### config.mk
export PLATFORM = sky130hd
export DESIGN_NAME = ahb_fifo_slave
export DESIGN_NICKNAME = d
export VERILOG_FILES = /design/src/rtl/ahb_pkg.sv /design/src/rtl/ahb_fifo_slave_fifo.sv /design/src/rtl/ahb_fifo_slave.sv
export SDC_FILE = /design/constraint.sdc
export NUM_CORES = 1
export LEC_CHECK = 0
export BUFFER_PORTS_ARGS = -buffer_cell sky130_fd_sc_hd__buf_2
export CAP_MARGIN = 20
export CORE_MARGIN = 2
export CORE_UTILIZATION = 45
export DETAILED_ROUTE_END_ITERATION = 16
export SYNTH_ARGS = -nofsm -noshare
export SYNTH_HDL_FRONTEND = slang
export SYNTH_SLANG_ARGS = --single-unit
### constraint.sdc
create_clock -name hclk -period 13.78 [get_ports hclk]
set_input_delay 0.689 -clock hclk [delete_from_list [all_inputs] [get_ports hclk]]
set_output_delay 0.689 -clock hclk [all_outputs]
set_load 0.02 [all_outputs]
### src/rtl/ahb_pkg.sv
// Shared AHB encodings, register offsets and FSM state type for the FIFO slave.
package ahb_pkg;

  localparam logic [1:0] HTRANS_IDLE   = 2'b00;
  localparam logic [1:0] HTRANS_BUSY   = 2'b01;
  localparam logic [1:0] HTRANS_NONSEQ = 2'b10;
  localparam logic [1:0] HTRANS_SEQ    = 2'b11;

  localparam logic [1:0] HRESP_OKAY  = 2'b00;
  localparam logic [1:0] HRESP_ERROR = 2'b01;

  localparam logic [2:0] HSIZE_WORD = 3'b010;

  // Offsets as seen in haddr[3:2]
  localparam logic [1:0] REG_DATA   = 2'b00;
  localparam logic [1:0] REG_STATUS = 2'b01;

  typedef enum logic [1:0] {
    S_IDLE = 2'b00,
    S_DATA = 2'b01,
    S_ERR2 = 2'b10
  } state_t;

  function automatic logic [31:0] status_word(input logic [7:0] rx_cnt,
                                              input logic [5:0] tx_cnt,
                                              input logic       rx_empty,
                                              input logic       tx_full);
    return {16'h0000, rx_cnt, tx_cnt, rx_empty, tx_full};
  endfunction

endpackage

### src/rtl/ahb_fifo_slave_fifo.sv
// Show-ahead synchronous FIFO; push when full and pop when empty are ignored.
module sync_fifo #(
  parameter int WIDTH = 32,
  parameter int DEPTH = 8
) (
  input  logic                     clk,
  input  logic                     reset,
  input  logic                     push,
  input  logic                     pop,
  input  logic [WIDTH-1:0]         din,
  output logic [WIDTH-1:0]         dout,
  output logic                     full,
  output logic                     empty,
  output logic [$clog2(DEPTH):0]   count
);

  localparam int AW = $clog2(DEPTH);

  logic [WIDTH-1:0] mem_r [DEPTH];
  logic [AW-1:0]    wr_ptr_r;
  logic [AW-1:0]    rd_ptr_r;
  logic [AW:0]      count_r;
  logic             do_push_s;
  logic             do_pop_s;

  assign full      = (count_r == (AW+1)'(DEPTH));
  assign empty     = (count_r == (AW+1)'(0));
  assign count     = count_r;
  assign do_push_s = push & ~full;
  assign do_pop_s  = pop & ~empty;
  // An empty FIFO presents zero rather than stale storage
  assign dout      = empty ? {WIDTH{1'b0}} : mem_r[rd_ptr_r];

  // Storage write; contents need no reset since dout is masked while empty
  always_ff @(posedge clk) begin
    if (do_push_s) begin
      mem_r[wr_ptr_r] <= din;
    end
  end

  // Pointer and occupancy update; pointers wrap naturally at DEPTH
  always_ff @(posedge clk) begin
    if (reset) begin
      wr_ptr_r <= AW'(0);
      rd_ptr_r <= AW'(0);
      count_r  <= (AW+1)'(0);
    end else begin
      if (do_push_s) begin
        wr_ptr_r <= wr_ptr_r + AW'(1);
      end
      if (do_pop_s) begin
        rd_ptr_r <= rd_ptr_r + AW'(1);
      end
      case ({do_push_s, do_pop_s})
        2'b10:   count_r <= count_r + (AW+1)'(1);
        2'b01:   count_r <= count_r - (AW+1)'(1);
        default: count_r <= count_r;
      endcase
    end
  end

endmodule

### src/rtl/ahb_fifo_slave.sv
// AHB slave bridging a DATA/STATUS register pair to a TX and an RX word FIFO,
// with the two-cycle ERROR response for illegal or impossible accesses.
module ahb_fifo_slave
  import ahb_pkg::*;
#(
  parameter int DEPTH = 8,
  parameter int CW    = $clog2(DEPTH) + 1
) (
  input  logic        hclk,
  input  logic        reset,
  input  logic        hsel,
  input  logic [31:0] haddr,
  input  logic [1:0]  htrans,
  input  logic        hwrite,
  input  logic [2:0]  hsize,
  input  logic [2:0]  hburst,
  input  logic [31:0] hwdata,
  input  logic        hready,
  output logic        hready_resp,
  output logic [1:0]  hresp,
  output logic [31:0] hrdata,
  output logic        tx_valid,
  output logic [31:0] tx_data,
  input  logic        tx_ready,
  input  logic        rx_valid,
  input  logic [31:0] rx_data,
  output logic        rx_ready
);

  state_t      state_r;
  logic        wr_r;
  logic [1:0]  addr_r;
  logic        size_ok_r;

  logic        accept_s;
  logic        err_s;
  logic        tx_push_s;
  logic        rx_pop_s;
  logic        tx_full_s;
  logic        tx_empty_s;
  logic        rx_full_s;
  logic        rx_empty_s;
  logic [CW-1:0] tx_count_s;
  logic [CW-1:0] rx_count_s;
  logic [31:0] rx_dout_s;
  logic [31:0] status_s;
  logic        unused_s;

  assign unused_s = ^{hburst, haddr[31:4], haddr[1:0], htrans[0]};
  assign accept_s = hsel & hready & htrans[1];
  assign status_s = status_word(8'(rx_count_s), 6'(tx_count_s), rx_empty_s, tx_full_s);

  // Error decision uses only the flags as they stand, never a same-cycle local pop/push
  always_comb begin
    err_s = 1'b0;
    if (state_r == S_DATA) begin
      err_s = ~size_ok_r
            | addr_r[1]
            | ((addr_r == REG_DATA) & wr_r & tx_full_s)
            | ((addr_r == REG_DATA) & ~wr_r & rx_empty_s);
    end else begin
      err_s = 1'b0;
    end
  end

  assign tx_push_s = (state_r == S_DATA) & ~err_s & wr_r & (addr_r == REG_DATA);
  assign rx_pop_s  = (state_r == S_DATA) & ~err_s & ~wr_r & (addr_r == REG_DATA);

  // Bus response derived from state and FIFO flags only
  always_comb begin
    hready_resp = 1'b1;
    hresp       = HRESP_OKAY;
    hrdata      = 32'h0000_0000;
    case (state_r)
      S_DATA: begin
        if (err_s) begin
          hready_resp = 1'b0;
          hresp       = HRESP_ERROR;
        end else if (!wr_r) begin
          case (addr_r)
            REG_DATA:   hrdata = rx_dout_s;
            REG_STATUS: hrdata = status_s;
            default:    hrdata = 32'h0000_0000;
          endcase
        end else begin
          hrdata = 32'h0000_0000;
        end
      end
      S_ERR2: begin
        hresp = HRESP_ERROR;
      end
      default: begin
        hready_resp = 1'b1;
      end
    endcase
  end

  // Transfer FSM plus address-phase capture
  always_ff @(posedge hclk) begin
    if (reset) begin
      state_r   <= S_IDLE;
      wr_r      <= 1'b0;
      addr_r    <= 2'b00;
      size_ok_r <= 1'b0;
    end else begin
      case (state_r)
        S_DATA:  state_r <= err_s ? S_ERR2 : (accept_s ? S_DATA : S_IDLE);
        S_IDLE,
        S_ERR2:  state_r <= accept_s ? S_DATA : S_IDLE;
        default: state_r <= S_IDLE;
      endcase
      if (accept_s && !(state_r == S_DATA && err_s)) begin
        wr_r      <= hwrite;
        addr_r    <= haddr[3:2];
        size_ok_r <= (hsize == HSIZE_WORD);
      end
    end
  end

  sync_fifo #(.WIDTH(32), .DEPTH(DEPTH)) u_tx_fifo (
    .clk   (hclk),
    .reset (reset),
    .push  (tx_push_s),
    .pop   (tx_ready),
    .din   (hwdata),
    .dout  (tx_data),
    .full  (tx_full_s),
    .empty (tx_empty_s),
    .count (tx_count_s)
  );

  sync_fifo #(.WIDTH(32), .DEPTH(DEPTH)) u_rx_fifo (
    .clk   (hclk),
    .reset (reset),
    .push  (rx_valid),
    .pop   (rx_pop_s),
    .din   (rx_data),
    .dout  (rx_dout_s),
    .full  (rx_full_s),
    .empty (rx_empty_s),
    .count (rx_count_s)
  );

  assign tx_valid = ~tx_empty_s;
  assign rx_ready = ~rx_full_s;

endmodule

== Word level (Yosys, flattened, before mapping) ==
Memory sizes are Yosys's and may differ from the RTL's. A register that Yosys moved wholly into a read port is not among the register bits.
Index checks and enable logic that the tools add are counted.
Cells by class
  add/subtract/negate cells: 8
  equality and inequality tests: 10
  mux-type cells: 24
  bitwise logic cells: 25
  reductions and logical operators: 10
Operator list (number)
  2-to-1 mux 32 bit: 5
  one-hot mux 32 bit (2 select lines): 1
  one-hot mux 4 bit (2 select lines): 2
  bitwise AND 1 bit: 15
  adder 3 x 1 -> 3 bit (second input constant): 4
  2-to-1 mux 3 bit: 4
  2-to-1 mux 1 bit: 9
  adder 4 x 1 -> 4 bit (second input constant): 2
  == test 2 x 1 -> 1 bit (second input constant): 4
  == test 4 bit (second input constant): 2
  zero test 4 bit: 2
  subtractor 4 x 1 -> 4 bit (second input constant): 2
  NOT 1 bit: 7
  == test 2 bit (second input constant): 3
  zero test 2 bit: 2
  one-hot mux 2 bit (2 select lines): 1
  nonzero test 2 bit: 2
  == test 3 x 2 -> 1 bit (second input constant): 1
  OR 1 bit: 3
  logical AND 1 bit: 2
  2-to-1 mux 2 bit: 1
  one-hot mux 1 bit (2 select lines): 1
  OR reduction 2 bit: 1
  zero test 1 bit: 1
Word-level totals
  flip-flop bits (word level): 26
  memory bits (writable): 512
  output and inout bits: 69
  logic and storage cells: 89
  memories kept: 2
Memories
  u_rx_fifo.mem_r: depth 8, bits a word 32, rd ports 1, clocked after Yosys merged registers in 1, write ports 1, RTL line ahb_fifo_slave_fifo.sv:19  | logic [WIDTH-1:0] mem_r [DEPTH];
  u_tx_fifo.mem_r: depth 8, bits a word 32, rd ports 1, clocked after Yosys merged registers in 1, write ports 1, RTL line ahb_fifo_slave_fifo.sv:19

== Longest topological paths before layout ==
  word-level depth: 13
  depth in mapped cells: 13
  gate-level depth less buffers: 12

== By module ==
From an unflattened synthesis, not the netlist that was laid out.
Second synthesis, totals
  cell total of the unflattened synthesis: 1043
  area total of the unflattened synthesis: 21500.6 µm²
By module, submodules not included
  sync_fifo: instances 2, cells an instance 479, area each 10396.2 µm², sequential area each 7947.6 µm²
  ahb_fifo_slave: instances 1, cells an instance 85, area each 708.2 µm², sequential area each 120.1 µm²

== Worst setup path after synthesis ==
No wires, ideal clock.
  kind: reg-to-reg
  start point: reg state_r[1]
  end point: mem u_tx_fifo.mem_r[4][0] (enable)
  data arrival time: 4514 ps
  slack: 8754 ps
  stages on the path, launching flop included: 6
  buffers on the path: 0
  cell sequence: dfxtp_1 > inv_1 > ha_1 > and4bb_2 > nand3_2 > nor4b_1
Between the ends
  cells in the longest elaborated chain, start to end: 9
Ends and longest elaborated chain
  from (decl): RTL line ahb_fifo_slave.sv:30  | state_t state_r;
  from (signal assigned): RTL line ahb_fifo_slave.sv:107  | S_DATA: state_r <= err_s ? S_ERR2 : (accept_s ? S_DATA : S_IDLE);
  from (signal assigned): RTL line ahb_fifo_slave.sv:109  | S_ERR2: state_r <= accept_s ? S_DATA : S_IDLE;
  == test 2 x 1 -> 1 bit *: RTL line ahb_fifo_slave.sv:56, ahb_fifo_slave.sv:66
  2-to-1 mux 1 bit: RTL line ahb_fifo_slave.sv:56  | if (state_r == S_DATA) begin
  NOT 1 bit: RTL line ahb_fifo_slave.sv:66  | assign tx_push_s = (state_r == S_DATA) & ~err_s & wr_r & (addr_r == REG_DATA);
  bitwise AND 1 bit * (3 in a row): RTL line ahb_fifo_slave.sv:66
  bitwise AND 1 bit *: RTL line ahb_fifo_slave_fifo.sv:29  | assign do_push_s = push & ~full;
  2-to-1 mux 1 bit *: RTL line ahb_fifo_slave_fifo.sv:36  | if (do_push_s) begin
  2-to-1 mux 1 bit (implied by the code) *: RTL line ahb_fifo_slave_fifo.sv:37  | mem_r[wr_ptr_r] <= din;
  to (decl): RTL line ahb_fifo_slave_fifo.sv:19
Every way passes the cells marked *; elsewhere a longest branch is shown, timed or not.

==> flow_metrics.env <==
export IMPL_synth_edf_count=512
export IMPL_skew_ps=16.8
export IMPL_rr_worst_depth=11
export IMPL_place_ws_ps=10480
export IMPL_rsz0062_at_grt="false"
export IMPL_dr_pass1_iters=5
export IMPL_routedWlPerCell_um=22.5
export IMPL_ys_warn_count=0
export IMPL_area_growth_pct=15.2
export IMPL_crit_path_end_kind="primary output"
export IMPL_cp_required_ps=13090
export IMPL_viasPerCell=5.43
export IMPL_max_freq_mhz=263
export IMPL_tritoncts="yes"
export IMPL_cts_repair_resized=0
export IMPL_vias=10000
export IMPL_hold_violations=0
export IMPL_hold_buffers=0
export IMPL_synth_flop_cell="edfxtp_1"
export IMPL_ys_ff_latch=544
export IMPL_hold_path_class="input pin to flip-flop"
export IMPL_hold_path_depth=3
export IMPL_slew_headroom_pct=32.6
export IMPL_synth_cell_type_count=49
export IMPL_setup_viol=0
export IMPL_postCtsSetupRepairBufs=0
export IMPL_critical_path_max_fanout=38
export IMPL_syn_area_per_cell_sq_um=20.7
export IMPL_critPathLaunchType="flip-flop"
export IMPL_fp_row_count=79
export IMPL_drtAntennaViolNets=0
export IMPL_drive_above_1_share_pct=32.6
export IMPL_numCtsBuffers=54
export IMPL_clockBufferDepth=3
export IMPL_syn_area_sq_mm=0.0212
export IMPL_powerDensity_mw_per_mm2=135
export IMPL_cp_arrival_ps=3120
export IMPL_port_buffers=144
export IMPL_synth_nets=1146
export IMPL_start_util_pct=45.6
export IMPL_grt_max_degree=66
export IMPL_grt_pass1_vias=10600
export IMPL_synth_top_area_share_pct=72.6
export IMPL_die_h_um=221
export IMPL_htreeDepth=2
export IMPL_synthTopCellsByArea="edfxtp_1, mux4_2, mux2i_1, dfxtp_1, nor2_1"
export IMPL_drtIter0Drc=657
export IMPL_floorplan_core_area_sq_mm=0.0465
export IMPL_antenna_found_initial=6
export IMPL_route_final_wire_length_um=41500
export IMPL_clkTransAtPathRegs_ps=60
export IMPL_fin_crit_sh_pct=27.6
export IMPL_final_cell_mix="edfxtp_1, buf_2, mux4_2"
export IMPL_final_common_cell="edfxtp_1"
export IMPL_hpwl_um=21800
export IMPL_crit_type="flip-flop to primary output"
export IMPL_status="complete, no violations"
export IMPL_fin_crit_ps=3810
export IMPL_synthCells=1021
export IMPL_die_x_um=221
export IMPL_gp_congestion=0.712
export IMPL_cap_violations=0
export IMPL_finalSetupTns_ps=0
export IMPL_fin_ws_ps=9970
export IMPL_synth_largest_area_cell="edfxtp_1"
export IMPL_grt_pass1_wl_um=63700
export IMPL_yosysSeqAreaShare_pct=75.7
export IMPL_clkLatencyLatePin_ps=590
export IMPL_cts_root_buf="clkbuf_16"
export IMPL_tightest_slew_ps=1010
export IMPL_vdd_drop_max_v=0.000102
export IMPL_nNetsFinal=1316
export IMPL_p_leak_uw=0.00786
export IMPL_grt_overflow=0
export IMPL_slew_violations=0
export IMPL_grt_use_total_pct=17.2
export IMPL_clkSinkCount=544
export IMPL_ys_async_sr_fraction_pct=0
export IMPL_pin_count=180
export IMPL_dieArea_sq_mm=0.0488
export IMPL_drc=0
-- cell families (layout without fill, tap and decap cells) --
| family | Yosys count | count (layout) | synth area share (%) |
|---|---|---|---|
| multiplexers | 202 | 202 | 17.1 |
| adder cells (fa/ha/maj) | 14 | 14 | 0.828 |
| AND/OR/NAND/NOR | 152 | 152 | 3.58 |
| flip-flops | 544 | 544 | 75.7 |
| XOR/XNOR | 13 | 13 | 0.538 |
| buffers and inverters | 61 | 275 | 1.29 |
| other | 1 | 2 | 0.0177 |
| AO/OA/AOI/OAI | 34 | 34 | 1.01 |
-- Yosys cell counts, types with 2 or more instances --
library cell	instances
xor2_1	11
nor3_1	7
mux4_2	127
edfxtp_1	512
o21ai_0	15
nor2b_1	3
inv_2	2
buf_4	4
mux2i_1	74
buf_2	24
or3_1	4
nor4b_1	4
clkbuf_1	21
nand3_1	7
dfxtp_1	32
nand2_1	17
buf_1	4
a21oi_1	9
nor3b_1	2
or4b_1	2
inv_1	6
nor2_1	80
nand2b_1	12
nor4_1	2
xnor2_1	2
ha_1	14
nand4_1	2
-- state kept, by name, indices dropped and copies added (netlist names), named ones only --
| register | count |
|---|---|
| addr_r | 2 |
| size_ok_r | 1 |
| state_r | 2 |
| u_rx_fifo.count | 4 |
| u_rx_fifo.mem_r | 256 |
| u_rx_fifo.rd_ptr_r | 3 |
| u_rx_fifo.wr_ptr_r | 3 |
| u_tx_fifo.count | 4 |
| u_tx_fifo.mem_r | 256 |
| u_tx_fifo.rd_ptr_r | 3 |
| u_tx_fifo.wr_ptr_r | 3 |
| wr_r | 1 |
-- metrics by stage --
stage | cells | utilization (%) | instance area (sq um) | hold WS (ps) | total power, uW
finish | 1843 | 52.5 | 24400 | 359 | 3280
global route | 1842 | 52.5 | 24400 | 347 | 3380
CTS | 1841 | 52.4 | 24400 | 330 | 3320
detailed placement | 1741 | 48.8 | 22700 | 465 | 1940
global placement | 1741 | 48.8 | 22700 | 463 | 1930
floorplan | 1021 | - | 21200 | 454 | 1900
-- worst max-delay path: stages, from the launching register on --
cell     delay [ps]
dfxtp_4         700
buf_4           730
mux4_2          600
mux2i_1         170
nor2_1           70
buf_2           190
-- per-layer routing --
metal  vias up  track usage (%)  share of wire, %
met5         -                0              0.10
met4        10             5.13               2.0
met3        71             3.69               4.9
met2       211             29.6                51
met1      5210             21.9                42
li1       4512                -                 -
-- final timing paths --
kind                                                          from  slack [ps]                               to
worst max-delay path                                     flip-flop        9970                      tx_data[21]
worst min-delay path                                        hwrite         360                wr_r$_SDFFE_PP0P_
worst max register to register     u_rx_fifo.count[3]$_SDFFE_PP0P_       10600  u_rx_fifo.count[2]$_SDFFE_PP0P_
worst min register to register  u_rx_fifo.rd_ptr_r[1]$_SDFFE_PP0P_         480                        flip-flop
-- cell type report --
class                   instances  area [sq um]
diodes                          1          2.50
clock buffers                  69          1470
clock inverters                31           203
fillers                      3723         22100
inverters                       8          30.0
multi-input cells             416          4970
flip-flops and latches        544         16000
well taps                     607           759
repair buffers                167           913
-- power by group --
| group | internal [uW] | switching, uW |
|---|---|---|
| registers | 1830 | 6.82 |
| logic | 24.8 | 44.1 |
| clock network | 789 | 589 |
| total | 2640 | 640 |
Note: power is estimated with default switching activity, not from simulation.
